[src/rtl/cla.sv]
// 4-bit carry-lookahead adder with registered sum and per-bit carry outputs.
// Every carry is a flat two-level AND-OR of generate/propagate terms and Cin.
module cla (
  input  logic       clk,
  input  logic       rst,
  input  logic [3:0] a,
  input  logic [3:0] b,
  input  logic       Cin,
  output logic [3:0] sum,
  output logic [3:0] carry
);

  logic [3:0] w_g;
  logic [3:0] w_p;
  logic [3:0] w_c;
  logic [3:0] w_s;
  logic [3:0] r_sum;
  logic [3:0] r_carry;

  assign w_g = a & b;
  assign w_p = a ^ b;

  // No carry term references another carry net, so no ripple chain forms.
  assign w_c[0] = w_g[0]
                | (w_p[0] & Cin);
  assign w_c[1] = w_g[1]
                | (w_p[1] & w_g[0])
                | (w_p[1] & w_p[0] & Cin);
  assign w_c[2] = w_g[2]
                | (w_p[2] & w_g[1])
                | (w_p[2] & w_p[1] & w_g[0])
                | (w_p[2] & w_p[1] & w_p[0] & Cin);
  assign w_c[3] = w_g[3]
                | (w_p[3] & w_g[2])
                | (w_p[3] & w_p[2] & w_g[1])
                | (w_p[3] & w_p[2] & w_p[1] & w_g[0])
                | (w_p[3] & w_p[2] & w_p[1] & w_p[0] & Cin);

  assign w_s = w_p ^ {w_c[2:0], Cin};

  always_ff @(posedge clk or posedge rst) begin
    if (rst) begin
      r_sum   <= 4'b0000;
      r_carry <= 4'b0000;
    end else begin
      r_sum   <= w_s;
      r_carry <= w_c;
    end
  end

  assign sum   = r_sum;
  assign carry = r_carry;

endmodule

[config.mk]
export PLATFORM = sky130hd
export DESIGN_NAME = cla
export DESIGN_NICKNAME = d
export VERILOG_FILES = /design/src/rtl/cla.sv
export SDC_FILE = /design/constraint.sdc
export NUM_CORES = 1
export LEC_CHECK = 0
export CAP_MARGIN = 20
export CORE_AREA = 2 2 39 41
export CTS_BUF_LIST = sky130_fd_sc_hd__clkbuf_8
export CTS_CLUSTER_SIZE = 10
export DETAILED_ROUTE_END_ITERATION = 7
export DIE_AREA = 0 0 41 43
export PLACE_DENSITY_LB_ADDON = 0.12
export SLEW_MARGIN = 20
export SYNTH_ARGS = -nofsm -noshare
export SYNTH_HDL_FRONTEND = slang
export SYNTH_SLANG_ARGS = --single-unit
[constraint.sdc]
create_clock -name clk -period 0.8 [get_ports clk]
set_input_delay 0.12 -clock clk [delete_from_list [all_inputs] [get_ports clk]]
set_output_delay 0.12 -clock clk [all_outputs]
set_load 0.005 [all_outputs]
Word level (Yosys, flattened, before mapping)

Cells that the tools add are included.

Register bits after elaboration: 8
Input port bits: 11
Output and inout bits: 8
Logic and storage cells: 31

Bitwise logic cells: 29

Operators by type and width:

| cell              | number |
|---|---|
| AND 1 bit         | 16 |
| OR 1 bit          | 10 |
| bitwise XOR 4 bit | 2 |
| AND 4 bit         | 1 |

Longest topological paths before layout

Word-level depth: 6
Depth in mapped cells: 5
Depth with buffers taken out: 5

Least setup slack after synthesis

No wires, ideal clock.

Path type: input-to-reg
From: input a[0]
To: register r_carry[3] (netlist: carry[3])
Setup time: 118 ps
Arrival time: 1011 ps
Required time: 682 ps
Path slack: -329 ps
Stages: 5
Buffers on the path: 0
Cell sequence: ha_1 > a211oi_2 > o21ba_2 > inv_2 > a21o_1

Longest elaborated chain between the ends: 4
Elaborated cells on any way between the ends: 7
Those cells by class: bitwise (7)

RTL lines:

| element                                        | RTL line | RTL |
|---|---|---|
| start: declaration                             | 6        | `input logic [3:0] a,` |
| AND 4 bit or bitwise XOR 4 bit (tied branches) | 20, 21   |  |
| AND 1 bit (on tied branches)                   | 36, 37   |  |
| OR 1 bit or AND 1 bit (tied branches)          | 36, 37   |  |
| OR 1 bit (*)                                   | 37       | `\| (w_p[3] & w_p[2] & w_p[1] & w_p[0] & Cin);` |
| net w_c[3]                                     | 15       | `logic [3:0] w_c;` |
| end signal: assignment                         | 47       | `r_carry <= w_c;` |
| end: declaration                               | 18       | `logic [3:0] r_carry;` |

The timed path passes the listed nets; every way through them passes the cells marked *.

Worst setup path in the final report

From: input b[0]
To: register r_carry[3] (netlist: carry[3])

Longest elaborated chain between the ends: 4
Elaborated cells on any way between the ends: 7
Those cells by class: bitwise (7)

RTL lines:

| element                                        | RTL line | RTL |
|---|---|---|
| start: declaration                             | 7        | `input logic [3:0] b,` |
| AND 4 bit or bitwise XOR 4 bit (tied branches) | 20, 21   |  |
| AND 1 bit (on tied branches)                   | 36, 37   |  |
| OR 1 bit or AND 1 bit (tied branches)          | 36, 37   |  |
| OR 1 bit (*)                                   | 37       |  |
| net w_c[3]                                     | 15       |  |

Marked as above.

==> results by stage <==
Status:
- The flow ran to the end, but the final reports show violations.
- The checks that failed: setup timing.

Cells and area:
- The signed area change from the synthesized netlist to the final layout is 91.0%.
- Leaving out fill and tap cells, the most frequent cell in the layout is buf_2.
- Leaving out fill and tap cells, the most frequent cells in the layout are buf_2 (12), dfrtp_1 (8), buf_4 (6).
- After routing the design area is around 660 µm².
- 0 antenna diodes ended up in the layout.
- The net total in the final layout is 71.
- The layout cell share with drive strength beyond 1 is around 68%.
- The final cell count without fillers is 69.

Timing:
- The final count of pins violating max slew is 0.
- The maximum frequency from static timing analysis is 1.07 GHz.
- After layout, the worst setup slack is -0.134 ns.
- After routing, the total negative slack on setup checks comes to -0.357 ns.
- The worst hold slack across all endpoints is approximately 0.14 ns.
- The worst pin sits at a relative slew slack of between 80% and 90%.
- Setup repair after global routing could not meet its margin everywhere.
- Setup violations remaining at the end of the flow were counted as 11.
- The final count of hold timing violations is 0.
- Dividing the final minimum period by the clock period gives 117%.
- The minimum clock period is 0.934 ns.
- For the pin with the worst max-slew slack, the measured transition is roughly 0.28 ns.

Global routing:
- Entering global routing, the biggest net connects 9 pins.
- For this run, the total global-route usage over all layers was measured as roughly 10%.
- The number of global-route vias before repair is roughly 270.
- The global route total overflow is 0.
- The number of antenna violations at the first check in global routing was 0.
- The first global-routing pass estimated 1.06 mm of wire.

Power:
- The clock network is responsible for around 37% of the overall power.
- The total power per unit cell area is approximately 1900 mW/mm².
- The sequential group share of total power is 37.6%.
- The total leakage power is ~0.32 nW.
- The switching share of power is 22.4%.
- Combinational logic burns between 20% and 30% of the power.
- The switching power of the nets is approximately 0.00028 W.
- Cell internal power was estimated by the tool at just under 0.001 W.
- The worst IR drop on VDD is around 0.00073 V.

Logic synthesis:
- The netlist area before placement is between 300 and 400 µm².
- Of the synthesized area, sequential elements account for between 50% and 60%.
- In this run, distinct cell masters in the synthesized netlist total 12.
- After synthesis, the cell types taking the most area are dfrtp_1 (58%), ha_1 (14%), fa_1 (5.8%).
- Synthesis produced a netlist with a net count of 40.
- Summed over its instances, the top area cell type makes up 57.8% of the synthesized netlist area.
- The count of synthesis-stage warnings from yosys is 0.
- After technology mapping, the gate count stands at 24.
- The post-synthesis average cell area is 14.4 µm².
- The number of flip-flops and latches in the synthesized netlist is 8.
- The post-synthesis cell type with the largest combined area is dfrtp_1.

Floorplanning:
- The die covers around 0.0018 mm².
- The die outline height is about 43 µm.
- Pin placement for this block handled 19 I/O pins.
- The floorplan die width is 41 µm.
- The initial standard-cell utilization of the core is 25.0%.
- The initialized floorplan defines 14 standard-cell rows.
- The area of the core region is approximately 0.0014 mm².

Clock tree:
- The clock input transition at the sequential cells of the worst setup and hold paths is ~0.040 ns.
- The cell sitting at the root of the clock tree is a clkbuf_8.
- The maximum buffer depth of the clock tree is 2.
- The count of clock tree sinks is 8.
- The total CTS buffers is 3.
- TritonCTS built the clock tree.
- CTS built an H-tree with a depth of 1.

Detailed routing:
- After detailed routing, the average wire length per cell comes to approximately 11 µm.
- Dividing the detail-routed via count by the number of cells gives 4.20.
- The routed design has 741 µm of wire.
- The detailed-routing iteration count for the pre-antenna-repair pass is 1.
- The routed via count is just under 300.
- The detailed router's first-iteration violation count is 0.
- The count of nets left with antenna violations once routing finished came out at 0.
- After detailed routing, the number of remaining DRC violations is 0.

Hold path:
- The class of the tightest hold or removal check is in -> async.

Worst setup path:
- The worst setup path is launched from an input port.
- The signal on the critical path passes through buf_6, ha_4, a211oi_2, o21ba_2, inv_2, a21o_1.
- The cell at the slowest stage of the critical path is ha_4.
- The longest individual stage delay on the worst path is about 0.22 ns.
- Data arrives at the worst endpoint at approximately 1.1 ns.
- The critical path is of the in -> reg type.
- Of all nets on the critical path, the largest fanout is 2.
- STA classifies the critical path endpoint as a flop.
- At the worst endpoint, the required time is 0.91 ns.
- The most critical setup path has its startpoint at b[0].

Placement:
- The setup slack after placement is -0.790 ns.
- The count of placed standard cells including taps is 62.
- In this run the cell area measured after placement is between 600 and 700 µm².
- During placement, the flow inserted port buffers numbering 18.
- The final estimated routing congestion in global placement is between 0.6 and 0.7.

Flow run:
- The max capacitance violation total is 0.
routing by layer:
layer | up-vias | track usage (%) | wire, µm
met5 | - | 0 | 0
met4 | 0 | 14.0 | 22
met3 | 2 | 3.14 | 71
met2 | 14 | 15.9 | 410
met1 | 136 | 8.03 | 237
li1 | 138 | - | -
power groups by stage:
stage / clock network (W) / logic, W / registers (W)
2_1_floorplan: 0 / 0.000101 / 0.000496
3_3_place_gp: 0 / 0.000324 / 0.000484
3_5_place_dp: 0 / 0.000334 / 0.000487
4_1_cts: 0.000480 / 0.000317 / 0.000479
5_1_grt: 0.000505 / 0.000363 / 0.000483
6_report: 0.000467 / 0.000326 / 0.000478
synthesized netlist by cell type:
cell type  n
o21ai_0    1
o21ba_2    1
ha_1       4
fa_1       1
inv_2      1
inv_1      1
xor2_1     2
a211oi_2   1
xnor2_1    1
dfrtp_1    8
nor2_1     2
a21o_1     1
repair_timing:
action,4_1_cts,5_1_grt
resized for setup,65,3
setup endpoints to repair,16,13
hold buffers,0,0
buffers inserted,3,1
pin swaps,8,4
cell families (layout without fill, tap and decap cells):
| kind of cell | count (synthesis) | in the layout | share of synthesized area, % |
|---|---|---|---|
| AOI/OAI and AO/OA | 4 | 4 | 10.1 |
| buffers and inverters | 2 | 31 | 2.16 |
| adders and majority gates | 5 | 5 | 20.2 |
| DFF | 8 | 8 | 57.8 |
| xor gates and xnor gates | 3 | 3 | 7.58 |
| and+or+nand+nor | 2 | 2 | 2.17 |
worst max path at each step:
stage	endpoint	cells past startpoint
after floorplan	carry[3]	5
after global placement	carry[3]	6
after detailed placement	carry[3]	6
after CTS	carry[3]	6
after global routing	carry[3]	6
final	carry[3]	6
worst max-delay path, delay by kind of cell:
| kind | cells | cell delay, ns |
|---|---|---|
| AO/OA/AOI/OAI | 3 | 0.56 |
| adder cells (fa/ha/maj) | 1 | 0.22 |
| buffers and inverters | 2 | 0.14 |
metrics by stage:
stage | power (W) | utilization [%]
3_3_place_gp | 0.000808 | 43.7
4_1_cts | 0.00128 | 46.7
2_1_floorplan | 0.000597 | -
3_5_place_dp | 0.000821 | 43.7
5_1_grt | 0.00135 | 47.8
6_report | 0.00127 | 47.8
layout make-up:
type | instances | area (µm²)
Tap cell | 16 | 20.0
Clock buffer | 3 | 41.3
Multi-Input combinational cell | 14 | 205
Fill cell | 140 | 722
Timing Repair Buffer | 26 | 188
Sequential cell | 8 | 200
Inverter | 2 | 7.51
sequential cells by signal (all words and copies together), names as in the netlist:
signal / flops
carry: 4
sum: 4
Note: power is estimated with default switching activity, not from simulation.
